File: config.mk
export PLATFORM = sky130hd
export DESIGN_NAME = wash_phase_timer_flat
export DESIGN_NICKNAME = d
export VERILOG_FILES = /design/src/rtl/wm_pkg.sv /design/src/rtl/wash_phase_timer_if.sv /design/src/rtl/wm_prescaler.sv /design/src/rtl/wash_phase_timer.sv /design/src/flat_wrapper.sv
export SDC_FILE = /design/constraint.sdc
export NUM_CORES = 1
export LEC_CHECK = 0
export CAP_MARGIN = 5
export CORE_UTILIZATION = 54
export DETAILED_ROUTE_END_ITERATION = 7
export PLACE_DENSITY = 0.85
export SLEW_MARGIN = 20
export SYNTH_ARGS = -nofsm -noshare
export SYNTH_HDL_FRONTEND = slang
export SYNTH_SLANG_ARGS = --single-unit
File: constraint.sdc
create_clock -name clock -period 2.25 [get_ports clock]
set_input_delay 0.3375 -clock clock [delete_from_list [all_inputs] [get_ports clock]]
set_output_delay 0.3375 -clock clock [all_outputs]
set_load 0.01 [all_outputs]
File: src/rtl/wm_pkg.sv
// Shared washing-machine controller encoding and phase-duration helpers.
package wm_pkg;

  localparam logic [2:0] ST_IDLE  = 3'd0;
  localparam logic [2:0] ST_READY = 3'd1;
  localparam logic [2:0] ST_SOAK  = 3'd2;
  localparam logic [2:0] ST_WASH  = 3'd3;
  localparam logic [2:0] ST_RINSE = 3'd4;
  localparam logic [2:0] ST_SPIN  = 3'd5;
  localparam logic [2:0] ST_PAUSE = 3'd6;
  localparam logic [2:0] ST_FAULT = 3'd7;

  function automatic logic is_timed(input logic [2:0] st);
    return (st >= ST_SOAK) && (st <= ST_SPIN);
  endfunction

  // Durations come in as arguments so each timer instance keeps its own parameter set.
  function automatic int unsigned phase_dur(input logic [2:0] st,
                                            input int unsigned soak_t,
                                            input int unsigned wash_t,
                                            input int unsigned rinse_t,
                                            input int unsigned spin_t);
    case (st)
      ST_SOAK:  return soak_t;
      ST_WASH:  return wash_t;
      ST_RINSE: return rinse_t;
      ST_SPIN:  return spin_t;
      default:  return 0;
    endcase
  endfunction

endpackage

File: src/rtl/wash_phase_timer_if.sv
// Controller <-> phase timer link: controller state and lid in, timeout and status back.
interface wash_phase_timer_if #(parameter int CNT_W = 8);

  logic [2:0]       state;
  logic             sig_Lid_Closed;
  logic             sig_Time_Out;
  logic [CNT_W-1:0] remaining;
  logic             phase_active;

  modport master (output state, sig_Lid_Closed,
                  input  sig_Time_Out, remaining, phase_active);
  modport slave  (input  state, sig_Lid_Closed,
                  output sig_Time_Out, remaining, phase_active);

endinterface

File: src/rtl/wm_prescaler.sv
// Purpose: divides enabled cycles by TICK_DIV into a single-cycle tick.
// Latency: tick is combinational on the TICK_DIV-th enabled cycle since clear.
// Backpressure: none; en low holds the count, clr has priority over en.
module wm_prescaler #(
  parameter int unsigned TICK_DIV = 4
) (
  input  logic clock,
  input  logic reset_n,
  input  logic en,
  input  logic clr,
  output logic tick
);

  localparam int unsigned CW = (TICK_DIV > 1) ? $clog2(TICK_DIV) : 1;
  localparam logic [CW-1:0] LAST = CW'(TICK_DIV - 1);

  logic [CW-1:0] cnt_q;

  assign tick = en && (cnt_q == LAST);

  always_ff @(posedge clock) begin
    if (!reset_n || clr) begin
      cnt_q <= '0;
    end else if (en) begin
      cnt_q <= tick ? '0 : cnt_q + CW'(1);
    end
  end

endmodule

File: src/rtl/wash_phase_timer.sv
// Purpose: loads a per-phase tick budget on timed-phase entry and pulses sig_Time_Out at expiry.
// Latency: pulse is high in the cycle after load edge + DUR*TICK_DIV counted cycles.
// Backpressure: PAUSE or an open lid freezes the count; resuming the frozen phase keeps progress.
module wash_phase_timer
  import wm_pkg::*;
#(
  parameter int unsigned TICK_DIV    = 4,
  parameter int unsigned CNT_W       = 8,
  parameter int unsigned SOAK_TICKS  = 3,
  parameter int unsigned WASH_TICKS  = 5,
  parameter int unsigned RINSE_TICKS = 4,
  parameter int unsigned SPIN_TICKS  = 6
) (
  input  logic             clock,
  input  logic             reset_n,
  wash_phase_timer_if.slave bus
);

  localparam longint MAX_DUR = (longint'(1) << CNT_W) - 1;

  if (TICK_DIV < 1 || SOAK_TICKS > MAX_DUR || WASH_TICKS > MAX_DUR ||
      RINSE_TICKS > MAX_DUR || SPIN_TICKS > MAX_DUR) begin : g_param_err
    $error("wash_phase_timer: TICK_DIV below 1 or a phase duration exceeds the counter width");
  end

  logic [2:0]       state_q, frozen_q, frozen_d;
  logic [CNT_W-1:0] rem_q, rem_d, load_val;
  logic             act_q, act_d, to_q, to_d;
  logic             change, timed, resume, load, untimed_clr, count_en, tick;

  assign change   = (bus.state != state_q);
  assign timed    = is_timed(bus.state);
  // Only a return from PAUSE to the same unfinished phase keeps the frozen progress.
  assign resume   = change && timed && (state_q == ST_PAUSE) &&
                    (bus.state == frozen_q) && (rem_q != '0);
  assign load     = change && timed && !resume;
  assign untimed_clr = change && ((bus.state == ST_IDLE) || (bus.state == ST_READY) ||
                                  (bus.state == ST_FAULT));
  assign count_en = timed && !change && act_q && bus.sig_Lid_Closed;
  assign load_val = CNT_W'(phase_dur(bus.state, SOAK_TICKS, WASH_TICKS, RINSE_TICKS, SPIN_TICKS));

  wm_prescaler #(.TICK_DIV(TICK_DIV)) u_prescaler (
    .clock   (clock),
    .reset_n (reset_n),
    .en      (count_en),
    .clr     (load || untimed_clr),
    .tick    (tick)
  );

  always_comb begin
    rem_d    = rem_q;
    act_d    = act_q;
    frozen_d = frozen_q;
    to_d     = 1'b0;
    if (load) begin
      rem_d    = load_val;
      act_d    = (load_val != '0);
      to_d     = (load_val == '0);
      frozen_d = bus.state;
    end else if (untimed_clr) begin
      rem_d    = '0;
      act_d    = 1'b0;
      frozen_d = ST_IDLE;
    end else if (tick) begin
      if (rem_q > CNT_W'(1)) begin
        rem_d = rem_q - CNT_W'(1);
      end else begin
        rem_d = '0;
        act_d = 1'b0;
        to_d  = 1'b1;
      end
    end
  end

  always_ff @(posedge clock) begin
    if (!reset_n) begin
      state_q  <= ST_IDLE;
      frozen_q <= ST_IDLE;
      rem_q    <= '0;
      act_q    <= 1'b0;
      to_q     <= 1'b0;
    end else begin
      state_q  <= bus.state;
      frozen_q <= frozen_d;
      rem_q    <= rem_d;
      act_q    <= act_d;
      to_q     <= to_d;
    end
  end

  assign bus.sig_Time_Out = to_q;
  assign bus.remaining    = rem_q;
  assign bus.phase_active = act_q;

endmodule

File: src/flat_wrapper.sv
// flat-port wrapper written by rule: the top's interface ports become plain ports
module wash_phase_timer_flat import wm_pkg::*;
#(
  parameter int unsigned TICK_DIV    = 4,
  parameter int unsigned CNT_W       = 8,
  parameter int unsigned SOAK_TICKS  = 3,
  parameter int unsigned WASH_TICKS  = 5,
  parameter int unsigned RINSE_TICKS = 4,
  parameter int unsigned SPIN_TICKS  = 6
)
  (clock, reset_n, bus_state, bus_sig_Lid_Closed, bus_sig_Time_Out, bus_remaining, bus_phase_active);
  wash_phase_timer_if #(.CNT_W(CNT_W)) bus_i ();
  input  logic clock;
  input  logic reset_n;
  input wire logic [$bits(bus_i.state)-1:0] bus_state;
  input wire logic [$bits(bus_i.sig_Lid_Closed)-1:0] bus_sig_Lid_Closed;
  output wire logic [$bits(bus_i.sig_Time_Out)-1:0] bus_sig_Time_Out;
  output wire logic [$bits(bus_i.remaining)-1:0] bus_remaining;
  output wire logic [$bits(bus_i.phase_active)-1:0] bus_phase_active;
  assign bus_i.state = bus_state;
  assign bus_i.sig_Lid_Closed = bus_sig_Lid_Closed;
  assign bus_sig_Time_Out = bus_i.sig_Time_Out;
  assign bus_remaining = bus_i.remaining;
  assign bus_phase_active = bus_i.phase_active;
  wash_phase_timer #(.TICK_DIV(TICK_DIV), .CNT_W(CNT_W), .SOAK_TICKS(SOAK_TICKS), .WASH_TICKS(WASH_TICKS), .RINSE_TICKS(RINSE_TICKS), .SPIN_TICKS(SPIN_TICKS)) u_core (.clock(clock), .reset_n(reset_n), .bus(bus_i));
endmodule
==> flow_summary.ini <==
[synth]
ys_ff_latch = 18
synthTopCellsByCount = a21oi_1, dfxtp_1, nor2_1
seq_area_frac_synth_pct = 30.2
async_flop_share_pct = 0
syn_inst = 137
synth_cell_types = 47
yosysWarnings = 0
yosysTopAreaCell = dfxtp_1
synth_nets = 147
synth_flop_cell = dfxtp_1
synthTopCellsByArea = dfxtp_1, a21oi_1, xor2_1
avgSynthCellArea_sq_um = 8.72
yosys.area.top_type_share_pct = 30.2
synth-edff-count = 0
netlist_area_sq_um = 1190

[grt]
grt_overflow = 0
track_usage_pct = 25.4
grt_pass1_wl_um = 4820
grt_pass1_vias = 1068
antenna_found_initial = 0
grt_max_degree = 11

[cells_and_area]
post-route-util_pct = 75.6
antenna_cells = 0
nNetsFinal = 182
syn_to_final_growth_pct = 27.9
drive_gt1_share_pct = 21.6
fillers = 157
final_cell_count_no_fill = 198

[routing]
wl_met2_um = 1300
wl_met3_um = 126
highest_layer = met4
routed_wl_um = 2760
drtPass1Iterations = 6
drt-met1-wl_um = 1310
ant_nets = 0
drt_iter0_drc = 42
drc = 1
vias = 1183
wl_per_cell_um = 13.9
routed_via_density = 5.97

[clocking]
cts_setup_buffers = 0
clk_pin_slew_worst_paths_ns = 0.11
clockBufferDepth = 2
cts_resized = 0
htree_levels = 1
cts_root_buffer = clkbuf_4
numCtsBuffers = 3
cts_tree = built
clk-insertion-delay-late_ns = 0.29
clock_sinks = 18
holdBufCountCts = 0

[timing]
slew_violations = 0
setup_viol = 0
timing.fmax_mhz = 473
fin_crit_sh_pct = 94.0
holdWs_ns = 0.493
relSlewSlack_pct = 69.6
rsz0062_at_grt = false
period_needed_ns = 2.12
hold_violations = 0
clock_skew_ns = 0.00110
worst_pin_slew_ns = 0.452
fin_ws_ns = 0.134

[floorplan]
die_w_um = 49.0
core-area_sq_um = 2020
num_rows = 16
die_y_um = 49.0
start_util_pct = 59.1
ioPinCount = 16
die_area_sq_um = 2400

[outcome]
violations = design-rule violations
status = finished with violations

[placed_design]
hpwlAfterDp_um = 2050
port_buffers = 15
routabilityCongestion = 0.880
dp_slack_ns = -0.0864
placed_cells = 194

[setup_path]
critPathKind = in -> reg
crit_fanout = 8
cp_data_required_time_ns = 2.42
critPathMaxStageDelay_ns = 0.46
end_kind = flop
r2r-start = u_core.state_q[2]$_SDFF_PN0_
startpoint = bus_state[1]
cp_cell_sequence = clkdlybuf4s50_1 -> buf_4 -> xor2_1 -> nor4_1 -> a21oi_1 -> a2111oi_1 -> nor4_2
arrival_ns = 2.29
cp_slowest_cell = clkdlybuf4s50_1
cp-start-kind = input pin

[pwr]
netSwitchingFraction_pct = 30.1
p_leak_nw = 0.609
peakVddDrop_mv = 0.373
finalPower_uw = 758
p_per_area_nw_per_um2 = 496
p_seq_share_pct = 46.2
p_comb_share_pct = 26.9
p_switching_uw = 228
clock_power_share_pct = 26.9
internal_power_uw = 530

[run]
maxCapViolCount = 0

[worst_hold_path]
hold_class = reg -> reg
hold_start = u_core.u_prescaler.cnt_q[0]$_SDFFE_PP0P_
placed cells by master, fill, tap and decap left out, types with 5 or more instances in the layout:
cell and count:
dfxtp_1 18, nor2_1 9, o21ai_0 5, xor2_1 7, buf_4 21, nand4_1 5
a21oi_1 18, clkdlybuf4s50_1 15, nand2_1 7
cells by family (layout without fill, tap and decap cells):
kind of cell	after synthesis	count (layout)	synth area share, %
simple gates	54	54	28.4
compound gates	41	41	24.5
flops	18	18	30.2
buf+inv	10	44	5.03
xor+xnor	7	7	5.13
fa+ha+maj	4	4	4.19
mux	3	3	2.62
per-layer routing:
layer / track usage [%] / up-vias
met4: 6.86 / 0
li1: - / 587
met5: 0 / -
met3: 4.05 / 4
met1: 34.7 / 558
met2: 41.2 / 34
critical path: cells and delay by family:
kind | cells | cell delay, ns
buffers and inverters | 2 | 0.65
AOI/OAI and AO/OA | 2 | 0.61
and+or+nand+nor | 2 | 0.56
xor gates and xnor gates | 1 | 0.14
power groups by stage:
stage / sequential [mW] / clock (mW) / combinational, mW
after global placement: 0.356 / 0 / 0.196
after detailed placement: 0.357 / 0 / 0.199
final: 0.350 / 0.204 / 0.204
after floorplan: 0.355 / 0 / 0.124
after global routing: 0.353 / 0.215 / 0.223
after CTS: 0.350 / 0.209 / 0.202
stage by stage:
step,cell area (sq um),setup TNS [ns]
after floorplan,1190,0
after global placement,1490,0
after detailed placement,1490,-0.132
after CTS,1530,0
after global routing,1530,0
final,1530,0
sequential cells by signal, summed over array words and instances (netlist names):
signal,cells
u_core.bus.phase_active,1
u_core.u_prescaler.cnt_q,2
u_core.state_q,3
u_core.bus.sig_Time_Out,1
u_core.bus.remaining,8
u_core.frozen_q,3
area by class of cell:
| class | instances | area [sq um] | share of cell area [%] |
|---|---|---|---|
| clock buffers | 4 | 36.3 | 2.38 |
| inverters | 4 | 15.0 | 0.983 |
| multi-input cells | 109 | 774 | 50.7 |
| flip-flops and latches | 18 | 360 | 23.6 |
| well taps | 27 | 33.8 | 2.21 |
| repair buffers | 36 | 308 | 20.1 |
final timing paths:
path         slack (ns)                                       end  depth (start not counted)
max                0.13      u_core.bus.remaining[2]$_SDFFE_PN0P_                          7
min                0.49  u_core.u_prescaler.cnt_q[0]$_SDFFE_PP0P_                          2
max reg2reg        0.36      u_core.bus.remaining[2]$_SDFFE_PN0P_                          5
min reg2reg        0.49  u_core.u_prescaler.cnt_q[0]$_SDFFE_PP0P_                          2
Note: power is estimated with default switching activity, not from simulation.
